<file path="src/rtl/button_event_decoder_if.sv">
// Event handshake bundle between the button decoder and its consumer.
// master: evt_valid/evt_code out, evt_ready in; slave: the mirror image.
interface button_event_decoder_if;
  logic       evt_valid;
  logic [1:0] evt_code;
  logic       evt_ready;

  modport master (
    output evt_valid,
    output evt_code,
    input  evt_ready
  );

  modport slave (
    input  evt_valid,
    input  evt_code,
    output evt_ready
  );
endinterface

</file>
<file path="src/rtl/button_event_decoder.sv">
// Classifies debounced presses into SHORT/LONG/DOUBLE events on a valid/ready port.
// Ports: clk, reset (sync, high), btn, evt (master), overflow (sticky), busy.
// Optional macro BUTTON_DECODER_REPEAT_EN adds periodic REPEAT (00) events in HELD.
module button_event_decoder #(
  parameter int unsigned TICK_DIV   = 50000,
  parameter int unsigned LONG_TICKS = 500,
  parameter int unsigned GAP_TICKS  = 250,
  parameter int unsigned CNT_W      = 16
) (
  input  logic                          clk,
  input  logic                          reset,
  input  logic                          btn,
  button_event_decoder_if.master        evt,
  output logic                          overflow,
  output logic                          busy
);

  localparam logic [2:0] S_IDLE     = 3'd0;
  localparam logic [2:0] S_PRESSED  = 3'd1;
  localparam logic [2:0] S_HELD     = 3'd2;
  localparam logic [2:0] S_WAIT_GAP = 3'd3;
  localparam logic [2:0] S_SECOND   = 3'd4;

  localparam logic [1:0] C_SHORT  = 2'b01;
  localparam logic [1:0] C_LONG   = 2'b10;
  localparam logic [1:0] C_DOUBLE = 2'b11;

  localparam logic [CNT_W-1:0] PRESC_MAX = CNT_W'(TICK_DIV - 1);
  localparam logic [CNT_W-1:0] LONG_LIM  = CNT_W'(LONG_TICKS);
  localparam logic [CNT_W-1:0] GAP_LIM   = CNT_W'(GAP_TICKS);
`ifdef BUTTON_DECODER_REPEAT_EN
  localparam logic [1:0]       C_REPEAT  = 2'b00;
  localparam logic [CNT_W-1:0] REP_LIM   = CNT_W'(LONG_TICKS / 2);
`endif

  logic             sync1_q, sync1_d;
  logic             sync2_q, sync2_d;
  logic [CNT_W-1:0] presc_q, presc_d;
  logic [CNT_W-1:0] dur_q, dur_d;
  logic [2:0]       state_q, state_d;
  logic             valid_q, valid_d;
  logic [1:0]       code_q, code_d;
  logic             ovf_q, ovf_d;
  logic             busy_q, busy_d;

  logic             tick;
  logic             emit;
  logic [1:0]       emit_code;
  logic             dur_clr;

  always_comb begin
    sync1_d = btn;
    sync2_d = sync1_q;

    // Free-running timebase; never realigned to button activity.
    tick    = (presc_q == PRESC_MAX);
    presc_d = tick ? '0 : presc_q + 1'b1;

    state_d   = state_q;
    emit      = 1'b0;
    emit_code = C_SHORT;
    dur_clr   = 1'b0;

    unique case (state_q)
      S_IDLE: begin
        if (sync2_q) state_d = S_PRESSED;
      end
      S_PRESSED: begin
        if (!sync2_q) begin
          state_d = S_WAIT_GAP;
        end else if (dur_q >= LONG_LIM) begin
          emit      = 1'b1;
          emit_code = C_LONG;
          state_d   = S_HELD;
        end
      end
      S_HELD: begin
        if (!sync2_q) begin
          state_d = S_IDLE;
        end
`ifdef BUTTON_DECODER_REPEAT_EN
        else if (dur_q >= REP_LIM) begin
          emit      = 1'b1;
          emit_code = C_REPEAT;
          dur_clr   = 1'b1;
        end
`endif
      end
      S_WAIT_GAP: begin
        // A new press takes priority over gap expiry.
        if (sync2_q) begin
          state_d = S_SECOND;
        end else if (dur_q >= GAP_LIM) begin
          emit      = 1'b1;
          emit_code = C_SHORT;
          state_d   = S_IDLE;
        end
      end
      S_SECOND: begin
        if (!sync2_q) begin
          emit      = 1'b1;
          emit_code = C_DOUBLE;
          state_d   = S_IDLE;
        end
      end
      default: state_d = S_IDLE;
    endcase

    if ((state_d != state_q) || dur_clr) begin
      dur_d = '0;
    end else if (tick && (dur_q != '1)) begin
      dur_d = dur_q + 1'b1;
    end else begin
      dur_d = dur_q;
    end

    // An accept in the same cycle frees the slot for the new event.
    valid_d = valid_q;
    code_d  = code_q;
    ovf_d   = ovf_q;
    if (emit) begin
      if (valid_q && !evt.evt_ready) begin
        ovf_d = 1'b1;
      end else begin
        valid_d = 1'b1;
        code_d  = emit_code;
      end
    end else if (valid_q && evt.evt_ready) begin
      valid_d = 1'b0;
    end

    busy_d = (state_d != S_IDLE);
  end

  always_ff @(posedge clk) begin
    if (reset) begin
      sync1_q <= 1'b0;
      sync2_q <= 1'b0;
      presc_q <= '0;
      dur_q   <= '0;
      state_q <= S_IDLE;
      valid_q <= 1'b0;
      code_q  <= 2'b00;
      ovf_q   <= 1'b0;
      busy_q  <= 1'b0;
    end else begin
      sync1_q <= sync1_d;
      sync2_q <= sync2_d;
      presc_q <= presc_d;
      dur_q   <= dur_d;
      state_q <= state_d;
      valid_q <= valid_d;
      code_q  <= code_d;
      ovf_q   <= ovf_d;
      busy_q  <= busy_d;
    end
  end

  assign evt.evt_valid = valid_q;
  assign evt.evt_code  = code_q;
  assign overflow      = ovf_q;
  assign busy          = busy_q;

endmodule

</file>
<file path="src/flat_wrapper.sv">
// flat-port wrapper written by rule: the top's interface ports become plain ports
module button_event_decoder_flat 
#(
  parameter int unsigned TICK_DIV   = 50000,
  parameter int unsigned LONG_TICKS = 500,
  parameter int unsigned GAP_TICKS  = 250,
  parameter int unsigned CNT_W      = 16
)
  (clk, reset, btn, overflow, busy, evt_evt_valid, evt_evt_code, evt_evt_ready);
  button_event_decoder_if evt_i ();
  input  logic clk;
  input  logic reset;
  input  logic btn;
  output logic overflow;
  output logic busy;
  output wire logic [$bits(evt_i.evt_valid)-1:0] evt_evt_valid;
  output wire logic [$bits(evt_i.evt_code)-1:0] evt_evt_code;
  input wire logic [$bits(evt_i.evt_ready)-1:0] evt_evt_ready;
  assign evt_evt_valid = evt_i.evt_valid;
  assign evt_evt_code = evt_i.evt_code;
  assign evt_i.evt_ready = evt_evt_ready;
  button_event_decoder #(.TICK_DIV(TICK_DIV), .LONG_TICKS(LONG_TICKS), .GAP_TICKS(GAP_TICKS), .CNT_W(CNT_W)) u_core (.clk(clk), .reset(reset), .btn(btn), .evt(evt_i), .overflow(overflow), .busy(busy));
endmodule
</file>
<file path="config.mk">
export PLATFORM = sky130hd
export DESIGN_NAME = button_event_decoder_flat
export DESIGN_NICKNAME = d
export VERILOG_FILES = /design/src/rtl/button_event_decoder_if.sv /design/src/rtl/button_event_decoder.sv /design/src/flat_wrapper.sv
export SDC_FILE = /design/constraint.sdc
export NUM_CORES = 1
export LEC_CHECK = 0
export BUFFER_PORTS_ARGS = -buffer_cell sky130_fd_sc_hd__clkbuf_2
export CORE_MARGIN = 3
export CORE_UTILIZATION = 50
export DETAILED_ROUTE_END_ITERATION = 8
export PLACE_DENSITY = 0.67
export SYNTH_ARGS = -nofsm -noshare
export SYNTH_HDL_FRONTEND = slang
export SYNTH_SLANG_ARGS = --single-unit
</file>
<file path="constraint.sdc">
create_clock -name clk -period 2 [get_ports clk]
set_input_delay 0.4 -clock clk [delete_from_list [all_inputs] [get_ports clk]]
set_output_delay 0.4 -clock clk [all_outputs]
set_load 0.05 [all_outputs]
</file>
==> metrics.txt <==
CTS tree built; period utilization 0.935; crit-path max cell delay 0.40 ns; Seq/Total Area, Yosys 0.390; H-tree depth 2; Routed WL per cell 13.5 um; Cell Chain, Critical Path inv_1 > ha_1 > o311a_1 > nor3_1 > o221ai_2 > buf_4 > nor3b_1; Setup crit end kind register; clock skew 0.00565 ns; Post-synth EDFFs 0; FF-to-FF path depth 7; maximum clock insertion buffer count 2; fillers 372; Layout area overhead 13.4%; top cells by area, synth dfxtp_1 39%, nor2_1 5.8%, xnor2_1 5.7%; number of setup buffers added after CTS 0; Clock Pin Slew Worst Setup and Hold Paths 0.08 ns; post-synth top area share 0.390; final non-filler cell area 2440 um2; multi-input combinational cell area 1250 um2; DP Area 2330 um2; Top FF cell, synth dfxtp_1; hold depth 2; core area 4090 um2; via count 1,835; hpwl dp 3.20 mm; Worst-Margin Slew 0.554 ns; Worst Path Buf+Inv 2; cts bufs inserted 5; CTS Sinks 42; GRT Util Overall 0.186; Async SR Flop Fraction 0; max frequency 0.535 GHz; number of routed nets with antenna violations 0; Leak 0.857 nW; I/O pins 9; Slew Limit Fails 0; final core occ 0.598; final hold vios 0; status complete, no violations; DR iter-0 viols 147; initial core utilization 0.527; r2r endpoint u_core.dur_q[12]; Clock Tree Root clkbuf_8; Setup-failing EPs final 0; Critical Path AT 2.08 ns; synthesized area 2150 um2; initial antenna violation count 0; Pre-antenna DRT Iters 4; I/O Buffers 8; VDD IR-drop max 0.488 mV; die width 71.6 um; Detailed Route WL 4.37 mm; count leader, synth dfxtp_1; Pwr per Cell Area 600 nW/um2; WHS Endpoint u_core.sync1_q; Slowest-stage cell, CP dfxtp_1; CP Max Fanout 5; Worst-Skew Late Latency 0.29 ns; Reg area 841 um2; Period minus WS final 1.87 ns; RSZ-0062 raised after global routing true; synthesized area per cell 8.51 um2; Required @ worst endpoint 2.21 ns; remaining global-route overflow 0; #FFs+latches synth 42; max_cap viols 0; Post-Synthesis Cells 253; Setup crit start kind register; r2r setup slk 0.13 ns; CP startpoint u_core.dur_q[0]; diode count 0; Yosys cell types 49; die height 71.6 um; Largest delay share family, worst path compound AO/OA/AOI/OAI gates; hold_sp btn; Via density 5.68; Site Rows 23; commonest cells in the netlist 42 x dfxtp_1, 33 x nor2_1, 16 x nand2_1, 14 x xnor2_1; first-pass GRT wire length 7.68 mm; largest net degree at the start of global routing 15; Hold Path Class input pin to register; layout net count 281; share of cells above drive strength 1 0.176; Setup CP Type register to register; die area 5130 um2; Yosys warning count 0; Synth Net Count 260; RD Place Congestion 0.892; DRC Markers 0; Crit Reg-Reg Startpoint u_core.dur_q[0]; Slew HR 0.627; largest area contributor in the netlist dfxtp_1; vias in the first global route 1,715
-- metal layers --
metal | GRT usage | routed length [um] | vias to the layer above | part of all wire
met4 | 0.0626 | 48 | 0 | 0.011
li1 | - | - | 945 | -
met3 | 0.0491 | 182 | 6 | 0.042
met1 | 0.250 | 2140 | 842 | 0.49
met5 | 0 | 0 | - | 0
met2 | 0.290 | 2000 | 42 | 0.46
-- through the flow --
step           instances  setup TNS, ns  hold WS [ns]  power [mW]  worst slack, ns
2_1_floorplan        253              0         0.414       0.922            0.308
3_3_place_gp         317              0         0.440       0.949            0.142
3_5_place_dp         317              0         0.439       0.950            0.133
4_1_cts              323              0         0.328        1.48            0.102
5_1_grt              323        -0.0174         0.343        1.53          -0.0174
6_report             323              0         0.330        1.47            0.130
-- layout make-up --
cell class,count,area share
Clock buffer,6,0.0338
Inverter,12,0.0184
Multi-Input combinational cell,190,0.510
Sequential cell,42,0.344
Tap cell,50,0.0256
Timing Repair Buffer,23,0.0676
-- worst max-delay path by stage --
stage,end,cells after the start
2_1_floorplan,u_core.dur_q[5],7
3_3_place_gp,u_core.evt.evt_code[1],5
3_5_place_dp,u_core.dur_q[11],5
4_1_cts,u_core.dur_q[11],5
5_1_grt,u_core.dur_q[12],6
6_report,u_core.dur_q[12],7
-- cells by family after synthesis --
kind of cell    count (synthesis)  share of synthesized area
compound gates                 36                      0.118
xor+xnor                       22                     0.0895
fa+ha+maj                       3                     0.0174
buf+inv                        21                     0.0424
flops                          42                      0.390
mux                             2                    0.00930
simple gates                  127                      0.333
-- where the power goes --
group	switching (mW)	internal (mW)
clock	0.270	0.266
sequential	0.00873	0.845
combinational	0.0430	0.0325
total	0.322	1.14
-- sequential cells by signal, indices dropped and copies added, names as in the netlist --
signal / count
u_core.evt.evt_code: 2
u_core.overflow: 1
u_core.evt.evt_valid: 1
u_core.presc_q: 16
u_core.state_q: 3
u_core.busy: 1
u_core.sync2_q: 1
u_core.dur_q: 16
u_core.sync1_q: 1
-- placed cells by master (no fill, tap or decap), drive strengths merged, types with 8 or more instances in the layout --
cell | synthesis | layout
xnor2 | 14 | 14
nand4 | 10 | 10
dfxtp | 42 | 42
a21oi | 9 | 9
nor4 | 12 | 12
xor2 | 8 | 8
buf | 3 | 15
inv | 12 | 12
clkbuf | 6 | 14
nor2 | 38 | 38
nand2 | 16 | 16
nor3 | 9 | 9
o21ai | 9 | 9
nand3 | 12 | 12
-- what timing repair did --
| action | 4_1_cts | 5_1_grt |
|---|---|---|
| gates resized for setup | 0 | 5 |
| endpoints found under the setup margin | 0 | 9 |
| hold buffers | 0 | 0 |
Note: power is estimated with default switching activity, not from simulation.
